## src/rtl/wc_pkg.sv

```systemverilog
// Shared constants and state type for the Winograd tile feeder and its sub-blocks.
package wc_pkg;
    localparam int W      = 10;     // sample width
    localparam int N      = 7;      // window length, m+r-1 for F(3,5)
    localparam int S      = 3;      // window stride, outputs per WC tile
    localparam int DW     = W * N;  // width of the WC D input
    localparam int NEED_W = 3;      // width of the samples-needed counter

    typedef enum logic {
        ST_RUN = 1'b0,
        ST_PAD = 1'b1
    } wc_state_e;
endpackage

```

## src/rtl/wc_tap_shreg.sv

```systemverilog
// N-entry tap shift register: new sample enters slot N-1, slot 0 holds the oldest.
module wc_tap_shreg #(
    parameter int W = 10,
    parameter int N = 7
) (
    input  logic           clk,
    input  logic           rst,
    input  logic           shift_en_i,
    input  logic           clear_i,
    input  logic [W-1:0]   din_i,
    output logic [W*N-1:0] shifted_o
);
    logic [W*N-1:0] taps_q, taps_d;

    // Value the register takes on a shift; the feeder captures it as the window.
    assign shifted_o = {din_i, taps_q[W*N-1:W]};

    always_comb begin
        taps_d = taps_q;
        if (clear_i) begin
            taps_d = '0;
        end else if (shift_en_i) begin
            taps_d = shifted_o;
        end
    end

    always_ff @(posedge clk or negedge rst) begin
        if (!rst) begin
            taps_q <= '0;
        end else begin
            taps_q <= taps_d;
        end
    end
endmodule

```

## src/rtl/wc_tile_feeder.sv

```systemverilog
// Slides an N-sample window with stride S over each input row and hands windows to the WC stage.
// Handshake: a transfer happens on a cycle where valid and ready are both 1; valid never depends on ready.
module wc_tile_feeder
    import wc_pkg::*;
(
    input  logic              clk,
    input  logic              rst,
    input  logic              in_valid,
    output logic              in_ready,
    input  logic [W-1:0]      in_data,
    input  logic              in_last,
    output logic              out_valid,
    input  logic              out_ready,
    output logic [DW-1:0]     out_d,
    output logic              out_last,
    output wc_state_e         dbg_state_o
);
    localparam logic [NEED_W-1:0] NEED_FULL   = NEED_W'(N);
    localparam logic [NEED_W-1:0] NEED_STRIDE = NEED_W'(S);
    localparam logic [NEED_W-1:0] NEED_ONE    = NEED_W'(1);

    wc_state_e         state_q, state_d;
    logic [NEED_W-1:0] need_q, need_d;
    logic [DW-1:0]     win_q, win_d;
    logic              ov_q, ov_d;
    logic              last_q, last_d;
    logic              live_q;
    logic              free, accept, last_step, shift_en, clear;
    logic [W-1:0]      sh_din;
    logic [DW-1:0]     shifted;

    // Padding shifts zeros; kept outside the FSM block so the shifted value has no feedback path.
    assign sh_din = (state_q == ST_PAD) ? '0 : in_data;

    wc_tap_shreg #(.W(W), .N(N)) u_shreg (
        .clk        (clk),
        .rst        (rst),
        .shift_en_i (shift_en),
        .clear_i    (clear),
        .din_i      (sh_din),
        .shifted_o  (shifted)
    );

    assign free      = !ov_q || out_ready;
    assign in_ready  = live_q && (state_q == ST_RUN) && free;
    assign accept    = in_valid && in_ready;
    assign last_step = (need_q == NEED_ONE);

    always_comb begin
        state_d  = state_q;
        need_d   = need_q;
        win_d    = win_q;
        last_d   = last_q;
        ov_d     = ov_q && !out_ready;
        shift_en = 1'b0;
        clear    = 1'b0;
        case (state_q)
            ST_RUN: begin
                if (accept) begin
                    shift_en = 1'b1;
                    if (last_step) begin
                        ov_d   = 1'b1;
                        win_d  = shifted;
                        last_d = in_last;
                        need_d = in_last ? NEED_FULL : NEED_STRIDE;
                        clear  = in_last;
                    end else begin
                        need_d = need_q - NEED_ONE;
                        if (in_last) begin
                            state_d = ST_PAD;
                        end
                    end
                end
            end
            ST_PAD: begin
                if (free) begin
                    shift_en = 1'b1;
                    if (last_step) begin
                        ov_d    = 1'b1;
                        win_d   = shifted;
                        last_d  = 1'b1;
                        need_d  = NEED_FULL;
                        clear   = 1'b1;
                        state_d = ST_RUN;
                    end else begin
                        need_d = need_q - NEED_ONE;
                    end
                end
            end
            default: state_d = ST_RUN;
        endcase
    end

    // live_q holds in_ready low until the first edge after reset release.
    always_ff @(posedge clk or negedge rst) begin
        if (!rst) begin
            state_q <= ST_RUN;
            need_q  <= NEED_FULL;
            win_q   <= '0;
            ov_q    <= 1'b0;
            last_q  <= 1'b0;
            live_q  <= 1'b0;
        end else begin
            state_q <= state_d;
            need_q  <= need_d;
            win_q   <= win_d;
            ov_q    <= ov_d;
            last_q  <= last_d;
            live_q  <= 1'b1;
        end
    end

    assign out_valid   = ov_q;
    assign out_d       = win_q;
    assign out_last    = last_q;
    assign dbg_state_o = state_q;
endmodule

```

## config.mk

```make
export PLATFORM = sky130hd
export DESIGN_NAME = wc_tile_feeder
export DESIGN_NICKNAME = d
export VERILOG_FILES = /design/src/rtl/wc_pkg.sv /design/src/rtl/wc_tap_shreg.sv /design/src/rtl/wc_tile_feeder.sv
export SDC_FILE = /design/constraint.sdc
export NUM_CORES = 1
export LEC_CHECK = 0
export BUFFER_PORTS_ARGS = -buffer_cell sky130_fd_sc_hd__clkbuf_2
export CORE_ASPECT_RATIO = 1.75
export CORE_MARGIN = 5
export CORE_UTILIZATION = 51
export DETAILED_ROUTE_END_ITERATION = 10
export PLACE_DENSITY = 0.73
export SLEW_MARGIN = 20
export SYNTH_ARGS = -nofsm -noshare
export SYNTH_HDL_FRONTEND = slang
export SYNTH_SLANG_ARGS = --single-unit
```

## constraint.sdc

```tcl
create_clock -name clk -period 2.4 [get_ports clk]
set_clock_uncertainty 0.15 [all_clocks]
set_input_delay 0.48 -clock clk [delete_from_list [all_inputs] [get_ports clk]]
set_output_delay 0.48 -clock clk [all_outputs]
set_load 0.01 [all_outputs]
```

* After elaboration in Yosys (flattened, before gate mapping) *
Index checks and enable logic that the tools add are counted.

word-level totals
  register bits = 147
  input bits = 15
  output and inout port bits = 74
  logic and storage cells = 60

operators by class
  $add $sub $neg = 1
  equality and inequality tests = 5
  multiplexer cells = 36
  bitwise logic cells = 1
  reductions and logical operators = 10

operator list
  kind                 count
  $mux 70              5
  $pmux 70 s2          1
  $mux 1               18
  $mux 3               5
  $mux 10              1
  $pmux 1 s2           5
  $pmux 3 s2           1
  $logic_and 1x1->1    4
  $ne 2x1->1 const B   2
  $ne 2x2->1 const B   2
  $reduce_and 4->1     1
  $eq 3x1->1 const B   1
  $sub 3x1->3 const B  1
  $logic_not 1->1      2
  $reduce_and 2->1     1
  $reduce_bool 2->1    1
  $logic_or 1x1->1     1
  $not 1->1            1

* Logic depth before layout (Yosys ltp) *
Gate-level depths: netlist of the first run.

  word-level depth = 8
  depth in mapped cells = 7
  depth with buffers taken out = 5

* Modules after synthesis *
Synthesis of the first run repeated with hierarchy kept, for this count alone.

second synthesis, totals
  cell total of the unflattened synthesis = 397
  area total of the unflattened synthesis = 5585.4 um2

modules (own cells, without submodules)
  module          instances  cells each  area each (um2)  seq. area each (um2)
  wc_tile_feeder  1          193         3047.9           1930.6
  wc_tap_shreg    1          204         2537.4           1501.4

* Worst setup path after synthesis of the first run *
No wires, ideal clock.

  path type = register to register
  start point = register need_q[0]
  end point = register win_q[3] (netlist: out_d[3])
  library setup time = 125 ps
  data arrival time = 1769 ps
  required time = 2125 ps
  slack = 357 ps
  stages on the path, launching flop included = 6
  path buffers = 1
  clock period less this slack = 2043 ps
  cell sequence = dfstp_2 -> ha_1 -> nand2b_1 -> buf_2 -> nor3_2 -> mux2_2

between the ends
  longest elaborated chain between the ends = 4
  elaborated cells on any way between the ends = 5
  classes of those cells = eq/ne (1); mux (4)

RTL lines
  item                        RTL line               RTL
  from (decl)                 wc_tile_feeder.sv:23   logic [NEED_W-1:0] need_q, need_d;
  from (signal assigned)      wc_tile_feeder.sv:105  need_q <= need_d;
  $eq 3x1->1 *                wc_tile_feeder.sv:47   assign last_step = (need_q == NEED_ONE);
  $mux 70 *                   n/a
  $mux 70 (on tied branches)  n/a
  $pmux 70 s2 *               n/a
  to (signal assigned)        wc_tile_feeder.sv:106  win_q <= win_d;
  to (decl)                   wc_tile_feeder.sv:24   logic [DW-1:0] win_q, win_d;

Mark *: on every way between the ends. The rest lies on a longest branch, timed or not. The select of a mux whose other input is x is not followed.
A chain may end at the register's enable or synchronous reset.

* Worst setup path in the final report of the first run *
  start point = register need_q[1]
  end point = register u_shreg.taps_q[25]

between the ends
  longest elaborated chain between the ends = 5
  elaborated cells on any way between the ends = 8
  classes of those cells = eq/ne (1); mux (6); reduce/logical (1)

RTL lines
  item                                          RTL line                                    RTL
  $eq 3x1->1 *                                  wc_tile_feeder.sv:47
  $mux 1 (on tied branches)                     wc_tile_feeder.sv:78, wc_tile_feeder.sv:61
  $mux 1 (on tied branches)                     wc_tile_feeder.sv:76, wc_tile_feeder.sv:59
  $pmux 1 s2 *                                  wc_tile_feeder.sv:57                        case (state_q)
  $mux 70 or $reduce_bool 2->1 (tied branches)  n/a
  to (signal assigned)                          wc_tap_shreg.sv:31                          taps_q <= taps_d;
  to (decl)                                     wc_tap_shreg.sv:13                          logic [W*N-1:0] taps_q, taps_d;

Mark *: on every way between the ends. The rest lies on a longest branch, timed or not.

==> metrics.txt, run 1 <==
outcome=completed; endpoints failing hold=0; vias=3873; post-DR wirelength/cell=approximately 19 um; Max Transition Viols Final=0; Synth Area per Inst=12.7 sq um; RSZ-0062 raised after global routing=false; 1st-pass router iterations=5; Initial DRC Count=293; Layout area overhead=21.4%; crit path launch type=register; register area share after synthesis=0.603; grt ovf=0; # Max-Cap Violations=0; Vias/cell=5.71; antenna diode count=0; post-place setup slack=0.235 ns; # port buffers=88; cts hold-fix bufs=1; Worst-Margin Slew=0.658 ns; Final nets=551; die area=around 13000 sq um; Clock Pin Slew Worst Setup and Hold Paths=around 0.06 ns; Antenna Violating Nets Remaining=0; ratio of cells with drive above 1 in the final layout=0.379; FP Rows=51; Synth async-reset ratio=1.00; fmax=448 MHz; non-filler cells, final=678; Worst-Skew Late Latency=0.41 ns; io pins=89; DRT Wirelength=roughly 13000 um; number of CTS-inserted buffers=17; Syn Nets=about 470; Setup Fix Bufs, Post-CTS=0; cells after synthesis=448; Worst Hold Class=in2reg; PwrDens=1320 nW/um^2; global-route wire length before repair=21500 um; largest net degree at the start of global routing=51; Final Wtd Congestion=0.831; Initial Util=0.516; root buffer cell=clkbuf_16; Yosys top cell area share=0.589; most used flip-flop cell after synthesis=dfrtp_1; CP Max Fanout=37; Max-slew headroom=0.559; Fin Setup TNS=0 ns; vias in the first global route=4102; Synth Cell Area=5700 sq um; aggregate global-route resource usage=0.199; most area-consuming cells after synthesis=dfrtp_1 (59%), o21ai_0 (13%), mux2_4 (13%); YS warnings=0; Post-synth top cells=o21ai_0 (152), dfrtp_1 (134), mux2_4 (50), clkbuf_1 (28), a22o_1 (20); post-cts sizing count=0; Chip Width=about 90 um; EDFF count, synth=0; Worst EP required=2.55 ns; H-tree depth=4; CP startpoint=need_q[1]$_DFFE_PN1P_; Die Y=150 um; worst r2r src=need_q[1]$_DFFE_PN1P_; total core area=11000 sq um; initial antenna violation count=0; Peak VDD IR=just over 0.7 mV; largest area contributor in the synthesized netlist=dfrtp_1; leakage=3.49 nW; fin crit period=2.23 ns; count leader, synth=o21ai_0; Netlist cell types=28; Period Utilization, post-route=0.929; Synth Register Bits=137; Crit Path Category=reg2reg; Final setup viols=0; Residual DRC=0; number of placed instances, taps included=646; DP HPWL=8390 um; crit end category=register; Setup WS post-layout=0.169 ns; CTS tree=built; number of clock sinks=~140; CTS max path bufs=2; WP data arrival=2.38 ns; hold wc startpoint=in_last
layout by cell type, fill, tap and decap left out, types with 2 or more instances in the layout:
cell        count
buf_4          11
clkinvlp_4      4
buf_12          5
mux2_4         50
nor2b_1        10
nand2_1         3
mux2_2         12
inv_1           4
clkinv_2        3
dfrtp_1       134
clkbuf_2       87
nor3_2          2
bufinv_16       2
ha_1            2
clkbuf_8        2
nor2_1          3
dfstp_2         3
a22o_1         20
o21ai_0       152
clkbuf_16      17
flip-flops by register name, indices dropped and copies added (netlist names):
signal          flops
dbg_state_o         1
live_q              1
need_q              3
out_d              70
out_last            1
out_valid           1
u_shreg.taps_q     60
worst paths after layout:
path	end	slack, ns	cells past startpoint
max	u_shreg.taps_q[25]$_DFFE_PN0P_	0.17	7
min	dbg_state_o$_DFF_PN0_	0.26	3
max reg2reg	u_shreg.taps_q[25]$_DFFE_PN0P_	0.17	7
min reg2reg	out_d[63]$_DFFE_PN0P_	0.36	1
max in group asynchronous	out_d[3]$_DFFE_PN0P_	1.03	3
min in group asynchronous	out_d[60]$_DFFE_PN0P_	0.43	2
power breakdown:
group	internal (W)	switching, W
logic	0.00130	0.00154
clock network	0.00158	0.000960
registers	0.00316	0.000601
total	0.00603	0.00310
metal layers:
layer	vias up	global-route usage	part of all wire
li1	1774	-	-
met3	16	0.0483	0.046
met2	129	0.334	0.53
met1	1954	0.247	0.40
met4	0	0.0760	0.020
met5	-	0	0
through the flow:
stage | hold slack [ns] | power [W] | util | area, sq um
2_1_floorplan | 0.0344 | 0.00548 | - | 5700
3_3_place_gp | 0.299 | 0.00649 | 0.573 | 6330
3_5_place_dp | 0.304 | 0.00663 | 0.573 | 6330
4_1_cts | 0.252 | 0.00921 | 0.626 | 6920
5_1_grt | 0.300 | 0.00968 | 0.626 | 6920
6_report | 0.261 | 0.00913 | 0.626 | 6920
cell type report:
class	instances	area, sq um
fill	851	4120
sequential	137	3430
multi-input combinational	269	2080
timing repair buffer	105	639
clock buffer	20	457
tap	132	165
clock inverter	11	123
inverter	4	15.0
worst max-delay path: stages (launching register included):
cell and delay (ns):
dfstp_2 0.52, inv_1 0.05, ha_1 0.22, nand2b_2 0.09
buf_4 0.24, buf_4 0.35, o21ai_0 0.22, o21ai_0 0.27
logic make-up after synthesis:
| logic type | Yosys count | share of synthesized area |
|---|---|---|
| and+or+nand+nor | 25 | 0.0259 |
| adders and majority gates | 2 | 0.00439 |
| AOI/OAI and AO/OA | 178 | 0.173 |
| DFF | 137 | 0.603 |
| buffers and inverters | 42 | 0.0358 |
| muxes | 63 | 0.157 |
| other | 1 | 0.000658 |
Power figures use the tool's default switching activity.
==> inputs of run 2 (changes only) <==
PLACE_DENSITY = 0.84   (was 0.73)
==> run 2 against run 1 <==
Against the previous run: via count increased by 4.8%; first-iteration DRC count increased by 70%; worst hold slack got worse by 0.020 ns; combinational power increased by 2%; register-to-register slack improved by 0.04 ns; global-route usage increased by 2.0 points; final area decreased by 0.63%; die area unchanged; power about the same; cell count increased by 0.44%; core utilization decreased by 0.40 points; critical path type is now reg2out; largest cell class unchanged; highest routed layer unchanged.
==> metrics.txt, run 2 (synthesis results as in run 1) <==
Worst-Margin Slew=0.717 ns (+0.0581 ns); number of clock sinks=137 (unchanged); root buffer cell=clkbuf_16; CP startpoint=out_valid$_DFF_PN0_; total core area=11000 sq um (unchanged); ratio of cells with drive above 1 in the final layout=0.381 (+0.00157); endpoints failing hold=0 (unchanged); # port buffers=88 (unchanged); crit path launch type=register; Max-slew headroom=0.520 (-0.0390); die area=13500 sq um (unchanged); multi-input logic area=2080 sq um (unchanged); Final setup viols=0 (unchanged); WP data arrival=1.59 ns (-0.79 ns); FP Rows=51 (unchanged); PwrDens=1330 nW/um^2 (+0.62%); cts hold-fix bufs=1 (unchanged); antenna diode count=0 (unchanged); Layout area overhead=20.7%; crit path cell chain=nor2b_4 > buf_4 > nor3b_1 > clkbuf_2; Residual DRC=0 (unchanged); Period Utilization, post-route=0.924 (-0.00532); crit end category=primary output; CP Max Fanout=37 (unchanged); vias in the first global route=4417 (+7.7%); Final Wtd Congestion=0.756 (-9.1%); DP HPWL=9030 um (+7.6%); Final nets=553 (+0.36%); most frequent cells in the layout=o21ai_0 (152), dfrtp_1 (134), clkbuf_2 (87); Antenna Violating Nets Remaining=0 (unchanged); # Max-Cap Violations=0 (unchanged); highest cell delay on the worst timing path=0.37 ns (-0.15 ns); Worst EP required=1.77 ns (-0.78 ns); CTS max path bufs=2 (unchanged); post-DR wirelength/cell=20.6 um (+10%); placed inst area=6300 sq um (-0.36%); Initial DRC Count=498 (+70%); number of CTS-inserted buffers=17 (unchanged); DRT Wirelength=14100 um (+11%); Peak VDD IR=0.834 mV (+19%); Reg area=3430 sq um (unchanged); hold wc startpoint=in_last; io pins=89 (unchanged); Clock Pin Slew Worst Setup and Hold Paths=0.05 ns (about the same); leakage=3.47 nW (-0.42%); fmax=451 MHz (+0.58%); outcome=completed; Initial Util=0.516 (unchanged); grt ovf=0 (unchanged); Vias/cell=5.96 (+4.4%); Fin Setup TNS=0 ns (unchanged); initial antenna violation count=0 (unchanged); Max Transition Viols Final=0 (unchanged); worst r2r src=need_q[1]$_DFFE_PN1P_; Setup Fix Bufs, Post-CTS=0 (unchanged); aggregate global-route resource usage=0.218 (+0.0197); R2R Setup Slk=0.21 ns (+0.04 ns); Worst Hold Class=in2reg; H-tree depth=4 (unchanged); largest net degree at the start of global routing=49 (-3.9%); Crit Path Category=reg2out; Fin Hold WS=0.241 ns (-0.0200 ns); CP max stage cell=dfrtp_1; Die Y=150 um (unchanged); vias=4060 (+4.8%); 1st-pass router iterations=5 (unchanged); fin crit period=2.22 ns (-0.0128 ns); global-route wire length before repair=23200 um (+7.9%); design area=6870 sq um (-0.63%); RSZ-0062 raised after global routing=false; Chip Width=89.9 um (unchanged); Worst-Skew Late Latency=0.42 ns (about the same); CTS tree=built; Largest register FFs=70 (unchanged); commonest non-fill, non-tap cell in the layout=o21ai_0; post-cts sizing count=0 (unchanged); filler instances=805 (-5.4%)
[run 2: changes by cell type in the layout (fill, tap and decap cells not counted), sizes merged]
cell    previous run  this run
buf               17        19
clkbuf           107       108
bufinv             2         1
clkinv             4         5
[run 2: critical path: cells and delay by family, from the launching register on]
family                 cells  cell delay (ns)
buffers and inverters      2             0.50
flip-flops                 1             0.37
AND/OR/NAND/NOR            2             0.30
[run 2: stage by stage]
step           setup slack [ns]  cells  power (W)   util
2_1_floorplan             0.357    448    0.00548      -
3_3_place_gp              0.307    648    0.00645  0.571
3_5_place_dp              0.251    648    0.00664  0.571
4_1_cts                   0.188    681    0.00915  0.622
5_1_grt                  0.0800    681    0.00962  0.622
6_report                  0.182    681    0.00913  0.622
[run 2: layout make-up]
type	instances	area share
flip-flops and latches	137	0.499
multi-input cells	269	0.303
well taps	132	0.0240
repair buffers	107	0.0898
clock inverters	11	0.0142
inverters	4	0.00218
clock buffers	21	0.0670
[run 2: layer usage]
layer	vias to the layer above	global-route usage	part of all wire
met4	0	0.0969	0.034
met5	-	0	0
met2	170	0.383	0.54
met3	39	0.0589	0.049
li1	1780	-	-
met1	2071	0.248	0.37
[run 2: path summary, 6_finish.rpt]
check	end	cells after the start
max in group asynchronous	u_shreg.taps_q[53]$_DFFE_PN0P_	3
worst max register to register	u_shreg.taps_q[32]$_DFFE_PN0P_	7
worst min-delay path	dbg_state_o$_DFF_PN0_	3
worst min register to register	out_d[7]$_DFFE_PN0P_	1
min in group asynchronous	out_valid$_DFF_PN0_	2
worst max-delay path	in_ready	4
[run 2: report_power, final]
part / leakage, nW / internal [W] / switching, W / total (W)
Combinational: 1.35 / 0.00128 / 0.00161 / 0.00289
Sequential: 1.85 / 0.00316 / 0.000630 / 0.00379
Clock: 0.265 / 0.00147 / 0.000982 / 0.00246
Total: 3.47 / 0.00591 / 0.00322 / 0.00913
